===== src/rtl/mac_seq_ctrl_if.sv =====
// mac_seq_ctrl_if: job, beat, MAC and result signals for the MAC sequencer.
interface mac_seq_ctrl_if #(
    parameter int bw      = 4,
    parameter int psum_bw = 16,
    parameter int cnt_bw  = 8
);
    logic               start;
    logic [cnt_bw-1:0]  len;
    logic [psum_bw-1:0] psum_init;
    logic               busy;
    logic               in_valid;
    logic               in_ready;
    logic [4*bw-1:0]    in_a;
    logic [4*bw-1:0]    in_b;
    logic [4*bw-1:0]    mac_a;
    logic [4*bw-1:0]    mac_b;
    logic [psum_bw-1:0] mac_c;
    logic [psum_bw-1:0] mac_out;
    logic               out_valid;
    logic               out_ready;
    logic [psum_bw-1:0] out_psum;
    modport master (
        output start, len, psum_init, in_valid, in_a, in_b, mac_out, out_ready,
        input  busy, in_ready, mac_a, mac_b, mac_c, out_valid, out_psum
    );
    modport slave (
        input  start, len, psum_init, in_valid, in_a, in_b, mac_out, out_ready,
        output busy, in_ready, mac_a, mac_b, mac_c, out_valid, out_psum
    );
endinterface


===== src/rtl/mac_seq_ctrl.sv =====
// mac_seq_ctrl: job FSM and psum register that stream beats through an external 4-lane MAC.
module mac_seq_ctrl #(
    parameter int bw      = 4,
    parameter int psum_bw = 16,
    parameter int cnt_bw  = 8
) (
    input logic            clk,
    input logic            reset,
    mac_seq_ctrl_if.slave  bus
);
    typedef enum logic [1:0] {IDLE, ACC, DONE} state_t;
    state_t             state_q, state_d;
    logic [psum_bw-1:0] psum_q, psum_d;
    logic [cnt_bw-1:0]  cnt_q, cnt_d;
    logic [cnt_bw-1:0]  len_q, len_d;
    always_ff @(posedge clk) begin
        if (reset) begin
            state_q <= IDLE;
            psum_q  <= '0;
            cnt_q   <= '0;
            len_q   <= '0;
        end else begin
            state_q <= state_d;
            psum_q  <= psum_d;
            cnt_q   <= cnt_d;
            len_q   <= len_d;
        end
    end
    always_comb begin
        state_d = state_q;
        psum_d  = psum_q;
        cnt_d   = cnt_q;
        len_d   = len_q;
        case (state_q)
            IDLE: if (bus.start) begin
                psum_d = bus.psum_init;
                if (bus.len != '0) begin
                    len_d   = bus.len;
                    cnt_d   = '0;
                    state_d = ACC;
                end else begin
                    state_d = DONE;
                end
            end
            ACC: if (bus.in_valid) begin
                psum_d = bus.mac_out;
                cnt_d  = cnt_q + cnt_bw'(1);
                if (cnt_q == len_q - cnt_bw'(1)) state_d = DONE;
            end
            DONE: if (bus.out_ready) state_d = IDLE;
            default: state_d = IDLE;
        endcase
    end
    assign bus.busy      = state_q != IDLE;
    assign bus.in_ready  = state_q == ACC;
    assign bus.out_valid = state_q == DONE;
    assign bus.mac_a     = bus.in_ready ? bus.in_a : '0;
    assign bus.mac_b     = bus.in_ready ? bus.in_b : '0;
    assign bus.mac_c     = psum_q;
    assign bus.out_psum  = bus.out_valid ? psum_q : '0;
endmodule


===== src/flat_wrapper.sv =====
// flat-port wrapper written by rule: the top's interface ports become plain ports
module mac_seq_ctrl_flat 
#(
    parameter int bw      = 4,
    parameter int psum_bw = 16,
    parameter int cnt_bw  = 8
)
  (clk, reset, bus_start, bus_len, bus_psum_init, bus_in_valid, bus_in_a, bus_in_b, bus_mac_out, bus_out_ready, bus_busy, bus_in_ready, bus_mac_a, bus_mac_b, bus_mac_c, bus_out_valid, bus_out_psum);
  mac_seq_ctrl_if #(.bw(bw), .psum_bw(psum_bw), .cnt_bw(cnt_bw)) bus_i ();
  input logic clk;
  input logic reset;
  input wire logic [$bits(bus_i.start)-1:0] bus_start;
  input wire logic [$bits(bus_i.len)-1:0] bus_len;
  input wire logic [$bits(bus_i.psum_init)-1:0] bus_psum_init;
  input wire logic [$bits(bus_i.in_valid)-1:0] bus_in_valid;
  input wire logic [$bits(bus_i.in_a)-1:0] bus_in_a;
  input wire logic [$bits(bus_i.in_b)-1:0] bus_in_b;
  input wire logic [$bits(bus_i.mac_out)-1:0] bus_mac_out;
  input wire logic [$bits(bus_i.out_ready)-1:0] bus_out_ready;
  output wire logic [$bits(bus_i.busy)-1:0] bus_busy;
  output wire logic [$bits(bus_i.in_ready)-1:0] bus_in_ready;
  output wire logic [$bits(bus_i.mac_a)-1:0] bus_mac_a;
  output wire logic [$bits(bus_i.mac_b)-1:0] bus_mac_b;
  output wire logic [$bits(bus_i.mac_c)-1:0] bus_mac_c;
  output wire logic [$bits(bus_i.out_valid)-1:0] bus_out_valid;
  output wire logic [$bits(bus_i.out_psum)-1:0] bus_out_psum;
  assign bus_i.start = bus_start;
  assign bus_i.len = bus_len;
  assign bus_i.psum_init = bus_psum_init;
  assign bus_i.in_valid = bus_in_valid;
  assign bus_i.in_a = bus_in_a;
  assign bus_i.in_b = bus_in_b;
  assign bus_i.mac_out = bus_mac_out;
  assign bus_i.out_ready = bus_out_ready;
  assign bus_busy = bus_i.busy;
  assign bus_in_ready = bus_i.in_ready;
  assign bus_mac_a = bus_i.mac_a;
  assign bus_mac_b = bus_i.mac_b;
  assign bus_mac_c = bus_i.mac_c;
  assign bus_out_valid = bus_i.out_valid;
  assign bus_out_psum = bus_i.out_psum;
  mac_seq_ctrl #(.bw(bw), .psum_bw(psum_bw), .cnt_bw(cnt_bw)) u_core (.clk(clk), .reset(reset), .bus(bus_i));
endmodule

===== config.mk =====
export PLATFORM = sky130hd
export DESIGN_NAME = mac_seq_ctrl_flat
export DESIGN_NICKNAME = d
export VERILOG_FILES = /design/src/rtl/mac_seq_ctrl_if.sv /design/src/rtl/mac_seq_ctrl.sv /design/src/flat_wrapper.sv
export SDC_FILE = /design/constraint.sdc
export NUM_CORES = 1
export LEC_CHECK = 0
export BUFFER_PORTS_ARGS = -buffer_cell sky130_fd_sc_hd__buf_2
export CAP_MARGIN = 30
export CORE_MARGIN = 2
export CORE_UTILIZATION = 28
export DETAILED_ROUTE_END_ITERATION = 6
export GPL_TIMING_DRIVEN = 1
export PLACE_DENSITY = 0.63
export RECOVER_POWER = 100
export SYNTH_ARGS = -nofsm -noshare
export SYNTH_HDL_FRONTEND = slang
export SYNTH_SLANG_ARGS = --single-unit

===== constraint.sdc =====
create_clock -name clk -period 4.9 [get_ports clk]
set_clock_uncertainty 0.1 [all_clocks]
set_input_delay 0.98 -clock clk [delete_from_list [all_inputs] [get_ports clk]]
set_output_delay 0.98 -clock clk [all_outputs]
set_load 0.005 [all_outputs]

==> results.md, run 1 <==
- The logic depth of the worst register-to-register path is 5.
- The library cells used most frequently in the layout, excluding fill and tap cells, are 115 x buf_2, 34 x dfxtp_1, 33 x and2_1.
- Buffers added to address setup during post-CTS repair amount to 0.
- The sum of routed wire length over all layers is 6.03 mm.
- Counting I/O delays and the setup requirement, the final critical path takes ~3100 ps.
- Setup slack on the critical path of the routed design comes to roughly 1800 ps.
- 0 antenna diodes ended up in the layout.
- The worst hold path stage count is 2.
- Compared with the post-synthesis result, the final layout area differs by 37.5%.
- Data arrives at the worst endpoint at approximately 3200 ps.
- Post-CTS repair changed the size of 0 cells.
- The routed length on met2 is ~3.2 mm.
- Using the TritonRoute via totals, the vias-per-cell ratio works out to between 4 and 5.
- The quantity of hold-fixing buffers added after cts is 0.
- CTS built an H-tree with a depth of 2.
- The initial detailed-routing violation count is between 70 and 80.
- The synthesized design contains 0 enable-type register cells.
- Derived from the worst setup path, the maximum achievable clock frequency is 324 MHz.
- The most common cell after layout, fill and taps aside is buf_2.
- The worst-case vdd ir drop is ~0.095 mV.
- The clock-pin slew of the registers on the worst-case setup and hold paths is 70 ps.
- Buffers inserted during clock tree synthesis total 5.
- The number of global-route vias before repair is 2190.
- The die boundary height is between 90 and 100 um.
- The longest clock path from root to sink contains 2 buffers.
- The tree is rooted in a clkbuf_8.
- The share of the synthesized area in the top cell type is a little under a third.
- The signal on the critical path passes through clkbuf_1, mux2i_1, nor2_1, clkbuf_1, nor2_1, a211oi_1.
- For this run, the register share of the synthesized area comes to a little under a third.
- Dividing the final minimum period by the clock period gives between 60% and 70%.
- The total power per unit cell area is 233 nW/um^2.
- The first global-routing pass estimated approximately 10 mm of wire.
- For this run, the post-layout net count is 474.
- In this run the cell area of the synthesized design comes to 2130 um^2.
- Adding up every negative setup slack in the final design gives 0 ps.
- The remaining number of nets flagged by the antenna check after routing is 0.
- The tool flagged a number of max-cap violations equal to 0.
- By area the synthesized netlist is led by dfxtp_1 32%, and2_1 14%, mux2i_1 8.0%, a211oi_1 6.0%, nor2_1 4.9%.
- The min-delay analysis places its worst path in the category reg -> reg.
- The flip-flop cell with the highest count after synthesis is dfxtp_1.
- The number of antenna violations at the first check in global routing was 0.
- The total area inside the core boundary comes to ~7300 um^2.
- The maximum fanout count along the critical path is 18.
- The final count of pins violating max slew came to 0.
- At the pin with the least slew margin, the transition time is roughly 1100 ps.
- The number of placed instances, taps included, is ~490.
- The highest metal layer with signal wires is met4.
- TritonCTS built the clock tree.
- For this run, the total global-route usage over all layers was measured as 14.3%.
- The initial core utilization is 29.2%.
- After detailed routing, the number of remaining DRC violations is 0.
- Setup repair after global routing left no endpoint under its margin.
- Entering global routing, the biggest net connects a little over 50 pins.
- At the end of routability-driven placement, the weighted congestion stood at between 0.7 and 0.8.
- The met3 wirelength from detailed routing is around 410 um.
- During I/O placement, the number of pins put on the boundary was ~140.
- The post-layout instance count excluding filler cells is 495.
- The final hold violation count is 0.
- The critical path is of the in -> reg type.
- Of all flip-flops after synthesis, the portion carrying an async set or reset was 0%.
- At the later pin of the worst-skew pair, clock insertion delay measures about 280 ps.
- The met1 wire length is between 2 and 2.5 mm.
- The total clock sinks is 34.
- Counting flops and latches in the post-synthesis netlist gives 34.
- The area enclosed by the die boundary is 8320 um^2.
- The largest single stage delay on the critical path is a little under 700 ps.
- After global routing the overflow that remains totals 0.
- The detailed-router iteration count before antenna repair is 4.
- The dominant cell type by area after synthesis is dfxtp_1.
- The pre-CTS setup slack is 1950 ps.
- The fraction of layout instances using a drive strength above 1 is between 30% and 40%.
- The launching element type of the critical path is an input port.
- The number of instances in the synthesized netlist is about 260.
- The number of distinct library cells after synthesis is 37.
- The max-slew headroom at the worst pin is roughly a quarter.
- The post-detailed-route wirelength per cell is approximately 12 um.
- The number of warnings reported in the yosys synthesis log is 0.
- In this run the static leakage power is 1.38 nW.
- The half-perimeter wire length after placement is between 4 and 5 mm.
- The final count of negative-setup-slack endpoints is 0.
- The endpoint kind of the worst setup timing path is a register.
- Counting every net in the synthesized netlist gives 340.
- The number of port buffers is around 140.
- The data required time of the worst path is approximately 5000 ps.
- The average cell area after synthesis is between 8 and 9 um^2.
- The run finished with clean final reports.
- The initialized floorplan defines 31 standard-cell rows.
- Detailed routing inserted a total of approximately 2300 vias.
- The horizontal extent of the die is roughly 91 um.
- The slowest cell on the critical path is nor2_1.
[registers in the layout (all words and copies together), names as in the netlist]
name              flops
u_core.bus.mac_c     16
u_core.cnt_q          8
u_core.len_q          8
u_core.state_q        2
[critical path, delay by kind of cell]
| kind | cells | cell delay [ps] |
|---|---|---|
| buffers and inverters | 2 | 980 |
| and+or+nand+nor | 2 | 760 |
| AOI/OAI and AO/OA | 1 | 240 |
| muxes | 1 | 210 |
[final timing paths]
check                           slack, ps              endpoint               from
worst max-delay path                 1810  u_core.bus.mac_c[14]          bus_start
worst min-delay path                  370       u_core.len_q[7]    u_core.len_q[7]
worst max register to register       2500  u_core.bus.mac_c[14]  u_core.state_q[0]
worst min register to register        370       u_core.len_q[7]    u_core.len_q[7]
[routing by layer]
layer | global-route usage, % | vias up
met3 | 3.07 | 6
met5 | 0 | -
li1 | - | 1165
met1 | 16.1 | 1018
met4 | 4.92 | 0
met2 | 26.6 | 90
[per-stage QoR]
stage                     total power (W)  util (%)  cell area (um^2)  hold slack [ps]
after floorplan                  0.000409         -              2130              348
after CTS                        0.000700      41.1              3000              375
after detailed placement         0.000484      39.9              2910              365
after global routing             0.000728      40.2              2930              398
final                            0.000683      40.2              2930              370
after global placement           0.000479      39.7              2890              361
[Yosys cell counts, types with 5 or more instances]
cell       n
nand3_1   12
and2_1    48
xnor2_1    5
clkbuf_1  12
mux2i_1   17
nand2_1   14
xor2_1    11
dfxtp_1   34
a21oi_1   12
a211oi_1  17
inv_1      5
nor2_1    28
[cells by family (layout without fill, tap and decap cells)]
kind of cell    after synthesis  in the layout  share of synthesized area, %
compound gates               40             40                          13.4
xor+xnor                     16             16                          6.58
fa+ha+maj                     2              2                          1.17
buf+inv                      23            158                          4.93
flops                        34             34                          31.9
mux                          18             18                          8.51
simple gates                128            128                          33.5
[power by group]
| group | switching (W) | internal [W] | leakage, nW | total (W) |
|---|---|---|---|---|
| Clock | 0.000101 | 0.000113 | 0.0482 | 0.000214 |
| Combinational | 0.0000787 | 0.0000790 | 1.05 | 0.000158 |
| Sequential | 0.0000172 | 0.000295 | 0.280 | 0.000312 |
| Total | 0.000196 | 0.000487 | 1.38 | 0.000683 |
[area by class of cell]
type | count | area (um^2)
Clock buffer | 7 | 86.3
Clock inverter | 1 | 5.00
Tap cell | 99 | 124
Fill cell | 811 | 4360
Inverter | 5 | 18.8
Multi-Input combinational cell | 204 | 1310
Sequential cell | 34 | 681
Timing Repair Buffer | 145 | 706
Power figures use the tool's default switching activity.
==> inputs of run 2 (changes only) <==
Settings changed: ABC_AREA from default to 1, PLACE_DENSITY 0.63 to 0.64.
Clock period 4.9 ns to 2.6 ns, I/O delays scaled along.
==> results.md, run 2 <==
- The flow ran to the end, and the final reports show no timing, DRC or antenna violations.
- The post-layout instance count excluding filler cells is 614 (+24%).
- The type of the worst setup path is reg -> out.
- The layer carrying the most global-route usage is met2.
- The layout-stage area growth over the synthesis result is 38.9%.
- The number of instances resized during post-cts repair is 0 (unchanged).
- The half-perimeter wire length after placement is 5.32 mm (+11%).
- By count the netlist is led by 80 x nand2_1, 71 x inv_1, 68 x nor2_1.
- Counting I/O delays and the setup requirement, the final critical path takes 2240 ps.
- The data required time of the worst path is 1980 ps (-3020 ps).
- The most instantiated library cell after synthesis is nand2_1.
- The tightest hold margin is 393 ps (+22.8 ps).
- The worst hold path startpoint is u_core.len_q[1].
- For this run, the leading register cell type out of synthesis is dfxtp_1.
- The startpoint of the most critical register-to-register path is u_core.state_q[0].
- The initial detailed-routing violation count was 78 (+8.3%).
- The wire length of the first global-routing pass is 11.0 mm (+13%).
- The met3 usage was 3.06% (-0.0085 points).
- The post-route DRC violation count came to 0 (unchanged).
- Ranked by total cell area, the synthesized netlist is headed by dfxtp_1 31%, nand2_1 14%, inv_1 12%, nor2_1 11%, o21ai_0 5.6%.
- The combined global-route utilization of all metal layers is 15.6% (+1.2 points).
- The number of port buffers was 143 (unchanged).
- The number of flip-flops under the largest register name was 16 (unchanged).
- Summed over all instances, the cell type with the most area after synthesis is dfxtp_1.
- The endpoint identified for the worst register-to-register timing path is u_core.cnt_q[5].
- For this run, the top clock speed supported by timing is 447 MHz.
- The area enclosed by the die boundary is 8660 um^2 (+4.1%).
- The post-synthesis net count is 451 (+33%).
- The horizontal extent of the die is 93.1 um (+2.0%).
- The maximum fanout count along the critical path is 13 (-5).
- The data arrival time of the worst path is 1620 ps (-1560 ps).
- The number of warnings reported in the yosys synthesis log is 0 (unchanged).
- The number of max-cap violations is 0 (unchanged).
- The utilization of the core after routing is 39.9% (-0.24 points).
- The aggregate negative setup slack is 0 ps (unchanged).
- The total clock sinks is 34 (unchanged).
- The count of antenna diodes in the layout is 0 (unchanged).
- The logic depth of the worst register-to-register path came to 10 (+5).
- Clock tree synthesis selected as its root buffer the cell clkbuf_8.
- The fraction of layout instances using a drive strength above 1 was 25.4% (-6.4 points).
- The final weighted congestion in routability-driven placement is 0.863 (+9.0%).
- The final count of pins violating max slew was 0 (unchanged).
- The mean number of vias per cell was 4.32 (-6.2%).
- The clock tree from TritonCTS is done.
- The quantity of hold-fixing buffers added after cts is 0 (unchanged).
- The post-detailed-route wirelength per cell came to 11.0 um (-9.5%).
- The register bit count reported by yosys is 34 (unchanged).
- The number of distinct library cells after synthesis came to 30 (-19%).
- The routing usage on met1 is 18.5% (+2.4 points).
- The largest net degree at the start of global routing is 34 (-33%).
- The post-CTS setup repair buffer count is 0 (unchanged).
- The die boundary height came to 93.1 um (+2.0%).
- Setup repair after global routing left no endpoint under its margin.
- The source-to-sink clock delay at the later pin of the worst-skew pair is 280 ps (about the same).
- The count of flip-flops with a built-in enable after synthesis is 0 (unchanged).
- The initial core utilization is 28.8% (-0.46 points).
- The share of flip-flops with an asynchronous set or reset is 0% (unchanged).
- The number of global-route vias before repair is 2418 (+10%).
- The number of levels in the clock H-tree is 2 (unchanged).
- The number of cells after detailed placement came to 606 (+25%).
- The vias after detailed routing is 2652 (+16%).
- The worst setup slack for register-to-register paths was 440 ps (-2060 ps).
- The average cell area after synthesis is 5.97 um^2 (-27%).
- The library cells used most frequently in the layout, excluding fill and tap cells, are 91 x buf_2, 84 x nand2_1, 73 x inv_1.
- The final count of negative-setup-slack endpoints is 0 (unchanged).
- The transition time of the tightest slew-check pin came to 646 ps (-446 ps).
- The total power per unit cell area was 722 nW/um^2 (+210%).
- The number of instances in the synthesized netlist was 372 (+43%).
- The overall overflow remaining after global route was 0 (unchanged).
- The max-slew headroom at the worst pin is 56.9% (+30 points).
- The worst setup path is captured at an output port.
- The number of antenna violations at the first check in global routing is 0 (unchanged).
- The smallest setup slack after layout came to 362 ps (-1450 ps).
- The floorplan row count came to 32 (+3.2%).
- The deepest clock path buffer count is 2 (unchanged).
- The area occupied by multi-input gates is 1160 um^2 (-11%).
- For hold timing, the worst endpoint is u_core.len_q[1].
- The sequential cell area in the final layout is 681 um^2 (unchanged).
- The min-delay analysis places its worst path in the category reg -> reg.
- The sum of routed wire length over all layers was 6.77 mm (+12%).
- The worst hold path stage count came to 2 (unchanged).
- The launching element type of the critical path is a register.
- The remaining number of nets flagged by the antenna check after routing was 0 (unchanged).
- The share of synthesized area occupied by flip-flops and latches was 30.6% (-1.3 points).
- The area of the mapped netlist is 2220 um^2 (+4.3%).
- The pre-CTS setup slack is 677 ps (-1280 ps).
- The top-level I/O count is 144 (unchanged).
- The met2 usage was 28.1% (+1.5 points).
- The share of the clock period used by the worst path after layout is between 80 and 90%.
- The detailed-router iteration count before antenna repair is 4 (unchanged).
- The net count of the finished layout is 590 (+24%).
- The clock-pin slew of the registers on the worst-case setup and hold paths is 70 ps (about the same).
- The final-layout fill cell count is 852 (+5.1%).
- The worst-case vdd ir drop was 0.239 mV (+150%).
- Leaving out fill and tap cells, the most frequent cell in the layout is buf_2.
- The clock buffer count from CTS is 5 (unchanged).
- The leakage power figure is 1.65 nW (+19%).
- The core box area was 7730 um^2 (+6.0%).
- The share of the synthesized area in the top cell type was 30.6% (-1.3 points).
- The final hold violation count is 0 (unchanged).
run 2: power by group:
group	switching [W]	internal (W)	total [W]
Clock	0.000200	0.000409	0.000609
Combinational	0.000574	0.000337	0.000911
Sequential	0.0000865	0.000621	0.000707
Total	0.000860	0.00137	0.00223
run 2: layer usage:
| layer | part of all wire [%] | up-vias |
|---|---|---|
| met3 | 5.3 | 11 |
| met5 | 0 | - |
| met4 | 1.6 | 0 |
| met1 | 43 | 1144 |
| li1 | - | 1415 |
| met2 | 50 | 82 |
run 2: worst max-delay path by stage:
stage | start | to | slack, ps | cells after the start
finish | u_core.state_q[0] | bus_in_ready | 360 | 4
global route | u_core.state_q[0] | u_core.cnt_q[5] | 210 | 10
CTS | u_core.state_q[0] | bus_mac_b[6] | 380 | 6
detailed placement | bus_len[6] | u_core.cnt_q[2] | 680 | 10
global placement | u_core.state_q[0] | bus_mac_b[12] | 730 | 6
floorplan | u_core.state_q[0] | bus_mac_a[0] | 950 | 6
run 2: cell families after synthesis:
kind of cell | count (synthesis) | share of synthesized area (%)
AND/OR/NAND/NOR | 182 | 35.6
AO/OA/AOI/OAI | 59 | 14.5
buffers and inverters | 89 | 15.8
adder cells (fa/ha/maj) | 2 | 1.13
XOR/XNOR | 6 | 2.36
flip-flops | 34 | 30.6
run 2: per-stage QoR:
| stage | instance area, um^2 | power, W |
|---|---|---|
| after detailed placement | 3020 | 0.00167 |
| after global placement | 3020 | 0.00166 |
| after CTS | 3160 | 0.00229 |
| after floorplan | 2220 | 0.00132 |
| final | 3090 | 0.00223 |
| after global routing | 3090 | 0.00241 |
run 2: layout make-up:
cell class / instances / area share [%]
clock buffer: 6 / 2.68
clock inverter: 2 / 1.95
inverter: 75 / 9.16
multi-input combinational: 249 / 37.6
sequential: 34 / 22.1
tap: 102 / 4.13
timing repair buffer: 146 / 22.5
run 2: critical path: stages (launching register included):
cell	delay, ps
dfxtp_1	370
inv_1	80
nor2_4	220
clkbuf_1	440
buf_2	210
